<file path="config.mk">
export PLATFORM = sky130hd
export DESIGN_NAME = fsm_vedacao_flat
export DESIGN_NICKNAME = d
export VERILOG_FILES = /design/src/rtl/fsm_vedacao_pkg.sv /design/src/rtl/fsm_vedacao_if.sv /design/src/rtl/fsm_vedacao_temporizador_ciclos.sv /design/src/rtl/fsm_vedacao.sv /design/src/flat_wrapper.sv
export SDC_FILE = /design/constraint.sdc
export NUM_CORES = 1
export LEC_CHECK = 0
export CELL_PAD_IN_SITES_DETAIL_PLACEMENT = 1
export CELL_PAD_IN_SITES_GLOBAL_PLACEMENT = 1
export CORE_MARGIN = 3
export CORE_UTILIZATION = 45
export DETAILED_ROUTE_END_ITERATION = 16
export PLACE_DENSITY_LB_ADDON = 0.1
export REMOVE_ABC_BUFFERS = 1
export SETUP_SLACK_MARGIN = 0.1
export SLEW_MARGIN = 20
export SYNTH_ARGS = -nofsm -noshare
export SYNTH_HDL_FRONTEND = slang
export SYNTH_SLANG_ARGS = --single-unit
</file>
<file path="constraint.sdc">
create_clock -name clk -period 4.5 [get_ports clk]
set_input_delay 1.35 -clock clk [delete_from_list [all_inputs] [get_ports clk]]
set_output_delay 1.35 -clock clk [all_outputs]
set_load 0.01 [all_outputs]
</file>
<file path="src/rtl/fsm_vedacao_pkg.sv">
// Shared definitions for the bottling-line station FSMs.
//   estado_t         : state encoding shared by the sealing and filling FSMs
//   LARGURA_ESTOQUE  : width of the cork stock counter / display value
//   CLK_HZ           : system clock frequency
//   proximo_estoque  : saturating stock update (consume and refill in one step)
package pkg_engarrafadora;

    typedef enum logic [1:0] {
        IDLE      = 2'd0,
        VEDANDO   = 2'd1,
        CONCLUIDO = 2'd2,
        SEM_ROLHA = 2'd3
    } estado_t;

    localparam int unsigned LARGURA_ESTOQUE = 7;
    localparam int unsigned CLK_HZ          = 50_000_000;

    // 9-bit intermediate: 127 + 255 still fits, so the clamp sees the true sum.
    // Callers only request a consume when atual > 0, so the subtraction never wraps.
    function automatic logic [LARGURA_ESTOQUE-1:0] proximo_estoque(
        input logic [LARGURA_ESTOQUE-1:0] atual,
        input logic                       consome,
        input logic                       repoe,
        input logic [7:0]                 qtd,
        input logic [LARGURA_ESTOQUE-1:0] maximo
    );
        logic [8:0] soma;
        soma = {2'b00, atual} - {8'd0, consome} + (repoe ? {1'b0, qtd} : 9'd0);
        if (soma > {2'b00, maximo}) begin
            return maximo;
        end
        return soma[LARGURA_ESTOQUE-1:0];
    endfunction

endpackage

</file>
<file path="src/rtl/fsm_vedacao_if.sv">
// Handshake bundle between the master sequencer and the sealing station.
//   cmd_vedar         : master -> station, level seal command
//   adicionar_rolhas  : master/operator -> station, single-cycle refill pulse
//   atuador_vedacao   : station -> actuator enable
//   vedacao_concluida : station -> master, completion flag (4-phase handshake)
//   alarme_rolha      : station -> master, cork stock empty
//   estoque_rolhas    : station -> display, current cork stock
interface fsm_vedacao_if;
    import pkg_engarrafadora::*;

    logic                       cmd_vedar;
    logic                       adicionar_rolhas;
    logic                       atuador_vedacao;
    logic                       vedacao_concluida;
    logic                       alarme_rolha;
    logic [LARGURA_ESTOQUE-1:0] estoque_rolhas;

    modport master (
        output cmd_vedar,
        output adicionar_rolhas,
        input  atuador_vedacao,
        input  vedacao_concluida,
        input  alarme_rolha,
        input  estoque_rolhas
    );

    modport slave (
        input  cmd_vedar,
        input  adicionar_rolhas,
        output atuador_vedacao,
        output vedacao_concluida,
        output alarme_rolha,
        output estoque_rolhas
    );
endinterface

</file>
<file path="src/rtl/fsm_vedacao_temporizador_ciclos.sv">
// Cycle timer shared by the station FSMs.
//   clk, reset : clock, synchronous active-high reset
//   clear      : synchronous clear back to 0 (has priority over enable)
//   enable     : count one cycle
//   fim        : high while the count equals N-1
// The count holds at N-1 instead of wrapping.
module temporizador_ciclos #(
    parameter int unsigned N = 1
) (
    input  logic clk,
    input  logic reset,
    input  logic clear,
    input  logic enable,
    output logic fim
);
    localparam int unsigned W = $clog2(N + 1);

    logic [W-1:0] contagem;

    assign fim = (contagem == W'(N - 1));

    always_ff @(posedge clk) begin
        if (reset || clear) begin
            contagem <= '0;
        end else if (enable && !fim) begin
            contagem <= contagem + W'(1);
        end
    end
endmodule

</file>
<file path="src/rtl/fsm_vedacao.sv">
// Sealing-station slave FSM.
//   clk   : system clock
//   reset : synchronous active-high reset
//   bus   : slave side of fsm_vedacao_if (seal command, refill pulse in;
//           actuator, completion, stock alarm and stock value out)
// Takes one cork per accepted seal, runs the actuator for TEMPO_VEDACAO cycles,
// then holds completion until the master drops the command.
module fsm_vedacao
    import pkg_engarrafadora::*;
#(
    parameter int unsigned ESTOQUE_INICIAL = 20,
    parameter int unsigned ESTOQUE_MAX     = 99,
    parameter int unsigned QTD_REPOSICAO   = 15,
    parameter int unsigned TEMPO_VEDACAO   = 50_000_000
) (
    input  logic            clk,
    input  logic            reset,
    fsm_vedacao_if.slave    bus
);
    localparam logic [LARGURA_ESTOQUE-1:0] EST_INI = LARGURA_ESTOQUE'(ESTOQUE_INICIAL);
    localparam logic [LARGURA_ESTOQUE-1:0] EST_MAX = LARGURA_ESTOQUE'(ESTOQUE_MAX);
    localparam logic [7:0]                 QTD_REP = 8'(QTD_REPOSICAO);

    estado_t                    estado, estado_prox;
    logic [LARGURA_ESTOQUE-1:0] estoque, estoque_prox;
    logic                       consome;
    logic                       fim_tempo;

    // Held at zero outside VEDANDO, so every seal starts from a fresh count.
    temporizador_ciclos #(.N(TEMPO_VEDACAO)) u_temporizador (
        .clk    (clk),
        .reset  (reset),
        .clear  (estado != VEDANDO),
        .enable (estado == VEDANDO),
        .fim    (fim_tempo)
    );

    always_comb begin
        estado_prox = estado;
        consome     = 1'b0;
        unique case (estado)
            IDLE: begin
                if (bus.cmd_vedar) begin
                    if (estoque != '0) begin
                        estado_prox = VEDANDO;
                        consome     = 1'b1;
                    end else begin
                        estado_prox = SEM_ROLHA;
                    end
                end
            end
            VEDANDO: begin
                // A dropped command aborts even on the last timed cycle.
                if (!bus.cmd_vedar) begin
                    estado_prox = IDLE;
                end else if (fim_tempo) begin
                    estado_prox = CONCLUIDO;
                end
            end
            CONCLUIDO: begin
                if (!bus.cmd_vedar) begin
                    estado_prox = IDLE;
                end
            end
            SEM_ROLHA: begin
                if (!bus.cmd_vedar) begin
                    estado_prox = IDLE;
                end
            end
            default: estado_prox = IDLE;
        endcase
        estoque_prox = proximo_estoque(estoque, consome, bus.adicionar_rolhas, QTD_REP, EST_MAX);
    end

    always_ff @(posedge clk) begin
        if (reset) begin
            estado  <= IDLE;
            estoque <= EST_INI;
        end else begin
            estado  <= estado_prox;
            estoque <= estoque_prox;
        end
    end

    // Moore outputs. The alarm is masked while a seal that already took the
    // last cork is in progress or awaiting acknowledgement.
    assign bus.atuador_vedacao   = (estado == VEDANDO);
    assign bus.vedacao_concluida = (estado == CONCLUIDO);
    assign bus.alarme_rolha      = (estoque == '0) && (estado != VEDANDO) && (estado != CONCLUIDO);
    assign bus.estoque_rolhas    = estoque;
endmodule

</file>
<file path="src/flat_wrapper.sv">
// flat-port wrapper written by rule: the top's interface ports become plain ports
module fsm_vedacao_flat import pkg_engarrafadora::*;
#(
    parameter int unsigned ESTOQUE_INICIAL = 20,
    parameter int unsigned ESTOQUE_MAX     = 99,
    parameter int unsigned QTD_REPOSICAO   = 15,
    parameter int unsigned TEMPO_VEDACAO   = 50_000_000
)
  (clk, reset, bus_cmd_vedar, bus_adicionar_rolhas, bus_atuador_vedacao, bus_vedacao_concluida, bus_alarme_rolha, bus_estoque_rolhas);
  fsm_vedacao_if bus_i ();
  input  logic clk;
  input  logic reset;
  input wire logic [$bits(bus_i.cmd_vedar)-1:0] bus_cmd_vedar;
  input wire logic [$bits(bus_i.adicionar_rolhas)-1:0] bus_adicionar_rolhas;
  output wire logic [$bits(bus_i.atuador_vedacao)-1:0] bus_atuador_vedacao;
  output wire logic [$bits(bus_i.vedacao_concluida)-1:0] bus_vedacao_concluida;
  output wire logic [$bits(bus_i.alarme_rolha)-1:0] bus_alarme_rolha;
  output wire logic [$bits(bus_i.estoque_rolhas)-1:0] bus_estoque_rolhas;
  assign bus_i.cmd_vedar = bus_cmd_vedar;
  assign bus_i.adicionar_rolhas = bus_adicionar_rolhas;
  assign bus_atuador_vedacao = bus_i.atuador_vedacao;
  assign bus_vedacao_concluida = bus_i.vedacao_concluida;
  assign bus_alarme_rolha = bus_i.alarme_rolha;
  assign bus_estoque_rolhas = bus_i.estoque_rolhas;
  fsm_vedacao #(.ESTOQUE_INICIAL(ESTOQUE_INICIAL), .ESTOQUE_MAX(ESTOQUE_MAX), .QTD_REPOSICAO(QTD_REPOSICAO), .TEMPO_VEDACAO(TEMPO_VEDACAO)) u_core (.clk(clk), .reset(reset), .bus(bus_i));
endmodule
</file>
=== Yosys cells after proc, flatten, opt, wreduce, memory -nomap -nowiden ===
Cells that the tools add are included.
W data, S select, Z words.

* Register bits after elaboration: 35
* Bits of input ports: 4

* Add/subtract/negate cells: 3
* Magnitude comparators: 1
* Equality and inequality tests: 9
* Mux-type cells: 13
* Reductions and logical operators: 10

{| class="wikitable"
|+ Operators with widths
! cell !! number
|-
| $add A26 B1 Y26 const B || 1
|-
| $eq A26 B26 Y1 const B || 1
|-
| $mux W7 || 2
|-
| $mux W2 || 5
|-
| $add A9 B9 Y9 || 1
|-
| $gt A9 B7 Y1 const B || 1
|-
| $sub A7 B1 Y8 || 1
|-
| $logic_not A7 Y1 || 1
|-
| $reduce_bool A7 Y1 || 1
|-
| $ne A2 B2 Y1 const B || 3
|-
| $pmux W2 S3 || 1
|-
| $eq A2 B2 Y1 const B || 2
|-
| $mux W1 || 4
|-
| $mux W4 || 1
|-
| $logic_and A1 B1 Y1 || 3
|-
| $ne A3 B2 Y1 const B || 1
|-
| $reduce_and A3 Y1 || 1
|-
| $eq A2 B1 Y1 const B || 1
|-
| $logic_not A2 Y1 || 1
|-
| $ne A2 B1 Y1 const B || 1
|-
| $reduce_or A2 Y1 || 1
|-
| $logic_not A1 Y1 || 1
|-
| $logic_or A1 B1 Y1 || 1
|}

=== Logic depth before layout (Yosys ltp) ===
* Depth in word-level cells: 9
* Mapped depth: 14

=== Cells and area by module ===
A second synthesis with hierarchy kept.

* Cells, all modules: 240
* Area total of the unflattened synthesis: 2016.9 µm²

{| class="wikitable"
|+ Modules (own cells, without submodules)
! module !! instances !! cells each !! area each (µm²) !! seq. area each (µm²)
|-
| temporizador_ciclos || 1 || 152 || 1290.0 || 520.5
|-
| fsm_vedacao || 1 || 88 || 726.9 || 180.2
|}

=== Worst setup path before layout ===
No wires, ideal clock.

* Path kind: in2reg
* Start point: in bus_cmd_vedar
* End point: reg u_core.estoque[0], in the netlist u_core.bus.estoque_rolhas[0]
* Library setup time: 62 ps
* Data arrival time: 3684 ps
* Data required time: 4438 ps
* Setup slack: 754 ps
* Stages on the path: 12
* Buffers on the path: 1
* Cell sequence: and3_1 -> ha_1 -> ha_1 -> xor2_1 -> ha_1 -> clkbuf_1 -> o21a_1 -> a21oi_1 -> nor4_1 -> o21ba_2 -> or3_1 -> nand3_1

* Word-level cells in the longest chain between the ends: 7

{| class="wikitable"
|+ Ends and longest elaborated chain
! item !! RTL line !! text
|-
| start, declared || flat_wrapper.sv:13 || <nowiki>input wire logic [$bits(bus_i.cmd_vedar)-1:0] bus_cmd_vedar;</nowiki>
|-
| $mux W1 * || fsm_vedacao.sv:43 || <nowiki>if (bus.cmd_vedar) begin</nowiki>
|-
| $mux W1 * || fsm_vedacao.sv:41 || <nowiki>unique case (estado)</nowiki>
|-
| $sub A7 B1 Y8 * || fsm_vedacao_pkg.sv:28 || <nowiki>soma = {2'b00, atual} - {8'd0, consome} + (repoe ? {1'b0, qtd} : 9'd0);</nowiki>
|-
| $add A9 B9 Y9 * || fsm_vedacao_pkg.sv:28 ||
|-
| $gt A9 B7 Y1 || fsm_vedacao_pkg.sv:29 || <nowiki>if (soma > {2'b00, maximo}) begin</nowiki>
|-
| $mux W1 || fsm_vedacao_pkg.sv:29 ||
|-
| $mux W7 * || fsm_vedacao_pkg.sv:32 || <nowiki>return soma[LARGURA_ESTOQUE-1:0];</nowiki>
|-
| end signal, assigned || fsm_vedacao.sv:81 || <nowiki>estoque <= estoque_prox;</nowiki>
|-
| end, declared || fsm_vedacao.sv:25 || <nowiki>logic [LARGURA_ESTOQUE-1:0] estoque, estoque_prox;</nowiki>
|}

Every way passes the cells marked *; elsewhere a longest branch is shown, timed or not.
A chain may end at the register's enable or synchronous reset.

=== Worst setup path in the final report ===
* Start point: in bus_cmd_vedar
* End point: reg u_core.estoque[2], in the netlist u_core.bus.estoque_rolhas[2]

The elaborated chain is that of the path after synthesis.

==> impl_results.md <==
* Status: finished clean
* Max-slew violation count at 0
* Crit Path Max Fanout at 5
* M1 WL at 2510 um
* Sequential cell area fraction in the yosys report at 33.57%
* IO buf count at 13
* Crit start category: primary input
* Total global-route track usage at 19.78%
* Seq cells post-synth at 35
* Longest Clk Path Bufs at 2
* Post-CTS sizing at 0
* Multi-input gate area at 1314 um^2
* Antenna violations before repair at 0
* Final worst path period need at 4.114 ns
* Critical path arrival at 4.28 ns
* Highest routed layer: met4
* Grt ovf at 0
* Hold path startpoint: u_core.u_temporizador.contagem[23]
* Design Area, Final at 2356 um^2
* Via/cell ratio at 5.761
* Cts hold-fix bufs at 0
* R2R Setup Slk at 0.53 ns
* CTS Buf Count at 5
* Fin crit share at 91.43%
* Fin. Hold Viols at 0
* Drt drc at 0
* Register area at 700.7 um^2
* Pleak at 0.8114 nW
* CP required at 4.67 ns
* FF-to-FF End: u_core.bus.estoque_rolhas[2]
* Final Wtd Congestion at 0.8259
* Core area at 4414 um^2
* Fraction of layout cells with a size suffix above 1 at 9.091%
* Clk sink count at 35
* CTS tree: done
* Commonest non-fill, non-tap cell in the layout: nor2_1
* Largest net degree at the start of global routing at 27
* Syn_area_per_cell at 8.769 um^2
* Reg-to-reg startpoint: u_core.bus.estoque_rolhas[3]
* DR pass1 iterations at 4
* Htree depth at 2
* RSZ-0062 raised after global routing: false
* Final setup fails at 0
* Hold endpoint: u_core.u_temporizador.contagem[23]
* Filler Cell Count at 536
* Rel. slew slack at 48.09%
* Initial Util at 47.28%
* Yosys cell types at 49
* Netlist Area Pre-Place at 2087 um^2
* Post-Place Cell Area at 2256 um^2
* Critical Path Sink Type: register
* Worst hold path type: register to register
* Row cnt at 24
* Hold depth at 2
* Critical path class: primary input to register
* Antenna-violating nets left at 0
* Met3 WL at 199 um
* Final #Nets at 265
* Yosys warning count at 0
* Async set or reset register ratio after synthesis at 0%
* Vias at 1757
* Area growth syn-to-layout at 12.89%
* Post-synth EDFFs at 0
* Clk Latency, worst-skew pair at 0.28 ns
* Vias in the first global route at 1674
* Die area at 5491 um^2
* Place WS at 0.1074 ns
* Wirelength, routed at 4845 um
* Setup TNS at 0 ns
* Gate Count Post-Synth at 238
* Root Buffer: clkbuf_8
* Post-Route Hold Slack at 0.5349 ns
* VDD IR max at 0.2023 mV
* Met2 WL at 2083 um
* IO Count at 14
* Most frequent cells in the layout: nor2_1 (37), dfxtp_1 (35), xnor2_1 (22), nor4_1 (13), clkdlybuf4s50_1 (13)
* DR iter-0 viols at 144
* # Post-CTS Setup Buffers at 0
* Reg2Reg Depth at 13
* Pwr/cell area at 456.7 nW/um^2
* Die Y at 74.10 um
* # diodes at 0
* DP HPWL at 3594 um
* Number of max-cap violations at 0
* Final Power at 1.076 mW
* Setup WS post-layout at 0.3857 ns
* Main synth FF type: dfxtp_1
* Worst Tran Pin Value at 0.7729 ns
* Clk slew on worst S/H paths at 0.07 ns
* First-pass GRT wire length at 8335 um
* Peak Freq at 243.1 MHz
* Die extent in x at 74.10 um
* Final Skew at 0.006288 ns
* Routed len/inst at 15.89 um
==> cell families (layout without fill, tap and decap cells) <==
family / count (synthesis) / after routing / share of synthesized area (%)
simple gates: 119 / 119 / 33.39
xor+xnor: 35 / 35 / 15.05
flops: 35 / 35 / 33.57
compound gates: 23 / 23 / 7.794
buf+inv: 15 / 30 / 3.477
fa+ha+maj: 9 / 9 / 5.756
mux: 2 / 2 / 0.9593
==> worst max-delay path, stage by stage <==
cell,delay [ns]
clkdlybuf4s50_1,0.42
and3_1,0.17
ha_1,0.22
ha_1,0.28
inv_1,0.06
fa_1,0.49
a21o_1,0.19
a21oi_1,0.29
xor2_1,0.26
o21ai_2,0.11
a21o_1,0.18
a211o_1,0.25
==> cell type report <==
class / count / share of cell area, %
clock buffers: 8 / 4.249
inverters: 7 / 1.328
multi-input cells: 188 / 55.76
flip-flops and latches: 35 / 29.74
well taps: 52 / 2.762
repair buffers: 15 / 6.160
==> metrics by stage <==
step | utilization [%] | cells
3_5_place_dp | 51.11 | 297
5_1_grt | 53.37 | 305
2_1_floorplan | - | 230
4_1_cts | 53.37 | 305
3_3_place_gp | 51.11 | 297
6_report | 53.37 | 305
==> how the worst max path moves through the flow <==
stage | startpoint | endpoint | slack [ns] | depth (start not counted)
3_5_place_dp | bus_cmd_vedar | u_core.bus.estoque_rolhas[2] | 0.11 | 12
6_report | bus_cmd_vedar | u_core.bus.estoque_rolhas[2] | 0.39 | 12
5_1_grt | bus_cmd_vedar | u_core.bus.estoque_rolhas[2] | 0.17 | 12
2_1_floorplan | bus_cmd_vedar | u_core.bus.estoque_rolhas[2] | 0.78 | 11
3_3_place_gp | bus_cmd_vedar | u_core.bus.estoque_rolhas[2] | 0.19 | 12
4_1_cts | bus_cmd_vedar | u_core.bus.estoque_rolhas[2] | 0.39 | 12
==> where the power goes <==
part	total [mW]	switching, mW	internal, mW
combinational	0.447	0.236	0.211
clock	0.247	0.107	0.140
sequential	0.382	0.0465	0.336
total	1.08	0.390	0.686
==> layer usage <==
layer	track usage, %	vias to the layer above
met5	0	-
met4	5.433	0
met3	4.459	6
met2	28.15	34
met1	29.76	844
li1	-	873
==> sequential cells by signal (all words and copies together), names as in the netlist <==
register / flops
u_core.u_temporizador.contagem: 26
u_core.bus.estoque_rolhas: 7
u_core.estado: 2
==> Yosys cell counts (2+ instances only) <==
master / instances / area [um^2]
a211o_1: 3 / 26.28
a21o_1: 3 / 22.52
inv_1: 6 / 22.52
ha_1: 8 / 100.1
or3_1: 4 / 25.02
a31oi_1: 2 / 12.51
nor2b_1: 2 / 12.51
nor3_1: 10 / 50.05
nor4_1: 13 / 81.33
dfxtp_1: 35 / 700.7
mux2i_1: 2 / 20.02
nor4b_1: 2 / 17.52
a21oi_1: 7 / 35.03
nand4_1: 6 / 37.54
nor2_1: 37 / 138.9
xnor2_1: 22 / 192.7
nand2b_1: 6 / 37.54
clkbuf_1: 6 / 22.52
or3_4: 2 / 22.52
and3_1: 3 / 18.77
nand2_1: 10 / 37.54
xor2_1: 12 / 105.1
nand3_1: 11 / 55.05
Power figures use the tool's default switching activity.
